**src/rtl/sudoku_pkg.sv**
```systemverilog
// sudoku_pkg: board geometry, controller states and cell/group helpers for the sudoku game.
package sudoku_pkg;
  localparam int CELL_W = 5;
  localparam int N_CELLS = 81;
  localparam int BOARD_W = 405;
  typedef enum logic [2:0] {IDLE, LOAD, PLAY, CHECK, SOLVED} state_t;
  // Groups 0-8 are rows, 9-17 columns, 18-26 boxes in row-major box order.
  function automatic logic [6:0] group_cell(input logic [4:0] g, input logic [3:0] k);
    int gi, ki, r, c;
    gi = int'(g);
    ki = int'(k);
    if (gi < 9) begin
      r = gi;
      c = ki;
    end else if (gi < 18) begin
      r = ki;
      c = gi - 9;
    end else begin
      r = (gi - 18) / 3 * 3 + ki / 3;
      c = (gi - 18) % 3 * 3 + ki % 3;
    end
    return 7'(r * 9 + c);
  endfunction
  function automatic logic [3:0] cell_digit(input logic [BOARD_W-1:0] b, input logic [6:0] i);
    return b[int'(i) * CELL_W +: 4];
  endfunction
  function automatic logic cell_locked(input logic [BOARD_W-1:0] b, input logic [6:0] i);
    return b[int'(i) * CELL_W + 4];
  endfunction
  function automatic logic [4:0] load_cell(input logic [3:0] d);
    return (d != 4'd0 && d <= 4'd9) ? {1'b1, d} : 5'd0;
  endfunction
endpackage

```
**src/rtl/sudoku_game_ctrl_if.sv**
```systemverilog
// sudoku_game_ctrl_if: player buttons, puzzle input and board/status outputs of the game controller.
interface sudoku_game_ctrl_if;
  import sudoku_pkg::*;
  logic up_button, down_button, left_button, right_button;
  logic start_button, a_button, b_button;
  logic [BOARD_W-1:0] initial_board, board;
  logic [3:0] cursor_row, cursor_col;
  logic busy, solved, check_fail;
  modport master (
    output up_button, down_button, left_button, right_button, start_button, a_button, b_button,
    output initial_board,
    input board, cursor_row, cursor_col, busy, solved, check_fail
  );
  modport slave (
    input up_button, down_button, left_button, right_button, start_button, a_button, b_button,
    input initial_board,
    output board, cursor_row, cursor_col, busy, solved, check_fail
  );
endinterface

```
**src/rtl/sudoku_game_ctrl_button_edge.sv**
```systemverilog
// button_edge: rising-edge detector; the previous level resets high so a held button never fires.
module button_edge (
  input  logic clk,
  input  logic reset,
  input  logic level,
  output logic pulse
);
  logic prev_q, prev_d;
  assign prev_d = level;
  assign pulse = level & ~prev_q;
  always_ff @(posedge clk) begin
    if (reset) prev_q <= 1'b1;
    else prev_q <= prev_d;
  end
endmodule

```
**src/rtl/sudoku_game_ctrl.sv**
```systemverilog
// sudoku_game_ctrl: button-driven board editing, puzzle load and sequential 243-cell rule check.
module sudoku_game_ctrl
  import sudoku_pkg::*;
(
  input logic clk,
  input logic reset,
  sudoku_game_ctrl_if.slave bus
);
  logic [6:0] lvl, edg;
  state_t state_q, state_d;
  logic [BOARD_W-1:0] board_q, board_d;
  logic [3:0] row_q, row_d, col_q, col_d, k_q, k_d;
  logic [4:0] g_q, g_d;
  logic [8:0] seen_q, seen_d, hit;
  logic fail_q, fail_d;
  logic [6:0] cur, scan;
  logic [3:0] cur_dig, scan_dig;
  // Bit order is the action priority: start, up, down, left, right, a, b.
  assign lvl = {bus.b_button, bus.a_button, bus.right_button, bus.left_button,
                bus.down_button, bus.up_button, bus.start_button};
  for (genvar i = 0; i < 7; i++) begin : g_edge
    button_edge u_edge (.clk(clk), .reset(reset), .level(lvl[i]), .pulse(edg[i]));
  end
  assign cur = 7'(row_q * 9 + col_q);
  assign cur_dig = cell_digit(board_q, cur);
  assign scan = group_cell(g_q, k_q);
  assign scan_dig = cell_digit(board_q, scan);
  assign hit = scan_dig == 4'd0 ? 9'd0 : 9'd1 << (scan_dig - 4'd1);
  always_comb begin
    state_d = state_q;
    board_d = board_q;
    row_d = row_q;
    col_d = col_q;
    g_d = g_q;
    k_d = k_q;
    seen_d = seen_q;
    fail_d = 1'b0;
    case (state_q)
      IDLE: state_d = edg[0] ? LOAD : IDLE;
      LOAD: begin
        for (int i = 0; i < N_CELLS; i++)
          board_d[i * CELL_W +: CELL_W] = load_cell(bus.initial_board[i * CELL_W +: 4]);
        row_d = 4'd0;
        col_d = 4'd0;
        state_d = PLAY;
      end
      PLAY: begin
        if (edg[0]) begin
          state_d = CHECK;
          g_d = 5'd0;
          k_d = 4'd0;
          seen_d = 9'd0;
        end else if (edg[1]) row_d = row_q == 4'd0 ? 4'd8 : row_q - 4'd1;
        else if (edg[2]) row_d = row_q == 4'd8 ? 4'd0 : row_q + 4'd1;
        else if (edg[3]) col_d = col_q == 4'd0 ? 4'd8 : col_q - 4'd1;
        else if (edg[4]) col_d = col_q == 4'd8 ? 4'd0 : col_q + 4'd1;
        else if ((edg[5] || edg[6]) && !cell_locked(board_q, cur))
          board_d[int'(cur) * CELL_W +: 4] = edg[5] ? (cur_dig >= 4'd9 ? 4'd1 : cur_dig + 4'd1) : 4'd0;
      end
      CHECK: begin
        if (scan_dig == 4'd0 || (seen_q & hit) != 9'd0) begin
          fail_d = 1'b1;
          state_d = PLAY;
        end else if (k_q == 4'd8) begin
          k_d = 4'd0;
          seen_d = 9'd0;
          g_d = g_q + 5'd1;
          state_d = g_q == 5'd26 ? SOLVED : CHECK;
        end else begin
          k_d = k_q + 4'd1;
          seen_d = seen_q | hit;
        end
      end
      SOLVED: state_d = edg[0] ? IDLE : SOLVED;
      default: state_d = IDLE;
    endcase
  end
  always_ff @(posedge clk) begin
    if (reset) begin
      state_q <= IDLE;
      board_q <= '0;
      row_q <= 4'd0;
      col_q <= 4'd0;
      g_q <= 5'd0;
      k_q <= 4'd0;
      seen_q <= 9'd0;
      fail_q <= 1'b0;
    end else begin
      state_q <= state_d;
      board_q <= board_d;
      row_q <= row_d;
      col_q <= col_d;
      g_q <= g_d;
      k_q <= k_d;
      seen_q <= seen_d;
      fail_q <= fail_d;
    end
  end
  assign bus.board = board_q;
  assign bus.cursor_row = row_q;
  assign bus.cursor_col = col_q;
  assign bus.busy = state_q == LOAD || state_q == CHECK;
  assign bus.solved = state_q == SOLVED;
  assign bus.check_fail = fail_q;
endmodule
```
**src/flat_wrapper.sv**
```systemverilog
// flat-port wrapper written by rule: the top's interface ports become plain ports
module sudoku_game_ctrl_flat import sudoku_pkg::*;
  (clk, reset, bus_up_button, bus_down_button, bus_left_button, bus_right_button, bus_start_button, bus_a_button, bus_b_button, bus_initial_board, bus_board, bus_cursor_row, bus_cursor_col, bus_busy, bus_solved, bus_check_fail);
  sudoku_game_ctrl_if bus_i ();
  input logic clk;
  input logic reset;
  input wire logic [$bits(bus_i.up_button)-1:0] bus_up_button;
  input wire logic [$bits(bus_i.down_button)-1:0] bus_down_button;
  input wire logic [$bits(bus_i.left_button)-1:0] bus_left_button;
  input wire logic [$bits(bus_i.right_button)-1:0] bus_right_button;
  input wire logic [$bits(bus_i.start_button)-1:0] bus_start_button;
  input wire logic [$bits(bus_i.a_button)-1:0] bus_a_button;
  input wire logic [$bits(bus_i.b_button)-1:0] bus_b_button;
  input wire logic [$bits(bus_i.initial_board)-1:0] bus_initial_board;
  output wire logic [$bits(bus_i.board)-1:0] bus_board;
  output wire logic [$bits(bus_i.cursor_row)-1:0] bus_cursor_row;
  output wire logic [$bits(bus_i.cursor_col)-1:0] bus_cursor_col;
  output wire logic [$bits(bus_i.busy)-1:0] bus_busy;
  output wire logic [$bits(bus_i.solved)-1:0] bus_solved;
  output wire logic [$bits(bus_i.check_fail)-1:0] bus_check_fail;
  assign bus_i.up_button = bus_up_button;
  assign bus_i.down_button = bus_down_button;
  assign bus_i.left_button = bus_left_button;
  assign bus_i.right_button = bus_right_button;
  assign bus_i.start_button = bus_start_button;
  assign bus_i.a_button = bus_a_button;
  assign bus_i.b_button = bus_b_button;
  assign bus_i.initial_board = bus_initial_board;
  assign bus_board = bus_i.board;
  assign bus_cursor_row = bus_i.cursor_row;
  assign bus_cursor_col = bus_i.cursor_col;
  assign bus_busy = bus_i.busy;
  assign bus_solved = bus_i.solved;
  assign bus_check_fail = bus_i.check_fail;
  sudoku_game_ctrl u_core (.clk(clk), .reset(reset), .bus(bus_i));
endmodule
```
**config.mk**
```make
export PLATFORM = sky130hd
export DESIGN_NAME = sudoku_game_ctrl_flat
export DESIGN_NICKNAME = d
export VERILOG_FILES = /design/src/rtl/sudoku_pkg.sv /design/src/rtl/sudoku_game_ctrl_if.sv /design/src/rtl/sudoku_game_ctrl_button_edge.sv /design/src/rtl/sudoku_game_ctrl.sv /design/src/flat_wrapper.sv
export SDC_FILE = /design/constraint.sdc
export NUM_CORES = 2
export LEC_CHECK = 0
export CAP_MARGIN = 0
export CORE_UTILIZATION = 30
export DETAILED_ROUTE_END_ITERATION = 16
export GPL_TIMING_DRIVEN = 0
export HOLD_SLACK_MARGIN = 0.05
export PLACE_DENSITY = 0.54
export RECOVER_POWER = 100
export SYNTH_ARGS = -nofsm -noshare
export SYNTH_HDL_FRONTEND = slang
export SYNTH_SLANG_ARGS = --single-unit
```
**constraint.sdc**
```tcl
create_clock -name clk -period 17 [get_ports clk]
set_input_delay 3.4 -clock clk [delete_from_list [all_inputs] [get_ports clk]]
set_output_delay 3.4 -clock clk [all_outputs]
set_load 0.01 [all_outputs]
```
==> results_dict.tcl <==
set metrics [dict create \
    outcome "finished, violations left" \
    violations "capacitance limit, slew limit" \
    fin_skew_ns 0.0497 \
    dr_total_vias 43113 \
    p_comb_share_pct 17.4 \
    ioPinCount 830 \
    wl_per_cell_um 40.1 \
    fin_ws_ns 0.551 \
    drtPass1Iterations 9 \
    grt_pass1_vias 40250 \
    sw_frac_of_total_pct 31.2 \
    relSlewSlack_pct -37.3 \
    routed_via_density 6.67 \
    ys_seq_area_share_pct 25.6 \
    setup_viol 0 \
    grt_overflow_total 0 \
    min_period_over_period_pct 96.8 \
    crit_buf_inv 11 \
    synthToLayoutAreaGrowth_pct 33.7 \
    synth_area_leader_cell "dfxtp_1" \
    powerDensity_nw_per_um2 67.1 \
    gp_congestion 1.10 \
    clock_sinks 442 \
    tightestPinTransition_ns 2.06 \
    cp_top_family "buffers and inverters" \
    die_area_um2 116000 \
    final_cell_mix "814 x nor2_1, 442 x dfxtp_1, 423 x dlygate4sd3_1, 324 x clkdlybuf4s50_1, 304 x a211oi_1" \
    h-tree-depth 2 \
    path_max_fanout 10 \
    utilization_pct 40.4 \
    drt_wl_total_um 259000 \
    ir_drop_mv 0.0790 \
    yosysWarnings 0 \
    synth_edf_count 0 \
    drc 0 \
    cts_tree "built" \
    drive_gt1_share_pct 10.1 \
    cp-end-kind "flop" \
    clockBufferDepth 3 \
    grt_max_degree 16 \
    antenna_found_initial 42 \
    post-route-min-period_ns 16.45 \
    place_ws_ns 0.355 \
    numCtsBuffers 57 \
    p_seq_share_pct 38.0 \
    rows 124 \
    drv_cap 21 \
    tns_ns 0 \
    grt_setup_unrepaired "false" \
    worst_ep_required_time_ns 17.54 \
    core_area_um2 114000 \
    grt_pass1_wl_um 344000 \
    place.port_buffers 747 \
    p_clk_share_pct 44.5 \
    synth_area_leaders "dfxtp_1 26%, mux4_2 19%, nor2_1 8.9%, a211oi_1 6.6%, a21oi_1 3.6%" \
    synth_area_um2 34500 \
    final_common_cell "nor2_1" \
    die_w_um 341 \
    ys.flop_type "dfxtp_1" \
    synthesis.nets 4588 \
    arrival_ns 16.99 \
    leakage_nw 16.3 \
    gr-usage-all-layers_pct 42.9 \
    synth.distinct_cells 97 \
    finalMaxSlewViolations 201 \
    hp-class "flop to flop" \
    synth_area_per_cell_um2 8.48 \
    slowest_delay_ns 1.21 \
    ys_seq_elements 442 \
    p_int_w 0.00213 \
    drt_iter0_drc 7113 \
    cp-start-kind "flop" \
    clkTransAtPathRegs_ns 0.06 \
    p_switching_w 0.000968 \
    initial_core_util_pct 30.2 \
    cpMaxStageDelayCell "clkbuf_1" \
    max_freq_ghz 0.0608 \
    cp_common_cell "ha_1" \
    finalNetCount 5401 \
    finalPower_w 0.00310 \
    async_reset_ff_share_pct 0 \
    clock-root-buffer "clkbuf_16" \
    path_class "flop to flop" \
    final_antenna_net_count 0 \
    hold_viol 0 \
    insertion_delay_ns 0.72 \
    yosys.area.top_type_share_pct 25.6 \
    synth_cells 4069 \
    post_cts_buffers 0 \
    die_h_um 341 \
    dpl.hpwl_um 203000 \
]
[kinds of logic after synthesis]
kind of cell               count (synthesis)  synth area share (%)
DFF                                      442                  25.6
xor gates and xnor gates                  61                  1.59
and+or+nand+nor                         1478                  18.4
buffers and inverters                    389                  4.32
adders and majority gates                105                  4.07
AOI/OAI and AO/OA                       1217                  24.7
muxes                                    377                  21.3
[synthesized netlist by cell type, types with 54 or more instances]
cell      instances
a211oi_1        302
a21oi_1         250
a22oi_1         147
a31oi_1          54
a32oi_1         105
clkbuf_1        258
dfxtp_1         442
ha_1             93
inv_1            88
mux2i_1          76
mux4_2          285
nand2_1         272
nand3_1         138
nor2_1          815
nor3_1           86
o21ai_0         144
[sequential cells by signal, indices dropped and copies added, names as in the netlist]
signal,flops
u_core.bus.cursor_row,4
u_core.seen_q,9
u_core.bus.board,405
u_core.state_q,3
u_core.g_q,5
u_core.g_edge.u_edge.prev_q,7
u_core.k_q,4
u_core.bus.cursor_col,4
u_core.bus.check_fail,1
[layout make-up]
cell class	instances	area (um2)
fill	11710	68000
multi-input combinational	3238	24200
sequential	442	8850
timing repair buffer	754	7570
tap	1512	1890
clock buffer	79	1610
buffer	297	1170
clock inverter	25	432
inverter	92	345
antenna	22	55.1
[worst paths after layout]
check,to,depth (start not counted),startpoint,slack [ns]
worst max-delay path,u_core.g_q[1],52,u_core.g_q[0],0.55
worst min-delay path,u_core.bus.board[14],2,u_core.bus.board[14],0.49
worst max register to register,u_core.g_q[1],52,u_core.g_q[0],0.55
worst min register to register,u_core.bus.board[14],2,u_core.bus.board[14],0.49
[worst register-to-register path: cells and delay by family, from the launching register on]
family / cells / cell delay, ns
AOI/OAI and AO/OA: 13 / 3.84
xor gates and xnor gates: 3 / 0.70
adders and majority gates: 10 / 2.84
buffers and inverters: 11 / 5.00
DFF: 1 / 0.50
muxes: 1 / 0.46
and+or+nand+nor: 14 / 2.99
[metal layers]
layer / track usage (%) / vias up / part of all wire [%]
met3: 13.2 / 943 / 13
met1: 51.5 / 21146 / 36
met2: 64.7 / 3709 / 43
met5: 0 / - / 0.077
met4: 31.0 / 32 / 8.9
li1: - / 17283 / -
[timing repair]
| action | CTS | global route |
|---|---|---|
| resized for setup | 0 | 17 |
| endpoints found under the setup margin | 0 | 22 |
| hold buffers | 0 | 0 |
[through the flow]
| stage | std cells | cell area (um2) | hold WS (ns) |
|---|---|---|---|
| after global routing | 6449 | 46100 | 0.513 |
| after global placement | 6328 | 43900 | 0.478 |
| after detailed placement | 6335 | 44100 | 0.478 |
| after CTS | 6439 | 46100 | 0.493 |
| final | 6461 | 46200 | 0.490 |
| after floorplan | 4069 | 34500 | 0.455 |
[power by group through the flow]
stage	Combinational (W)	Clock [W]	Sequential (W)
after floorplan	0.000221	0	0.00115
after global placement	0.000533	0	0.00119
after detailed placement	0.000536	0	0.00119
after CTS	0.000538	0.00137	0.00117
after global routing	0.000563	0.00141	0.00117
final	0.000541	0.00138	0.00118
(Power assumes the default switching activity.)
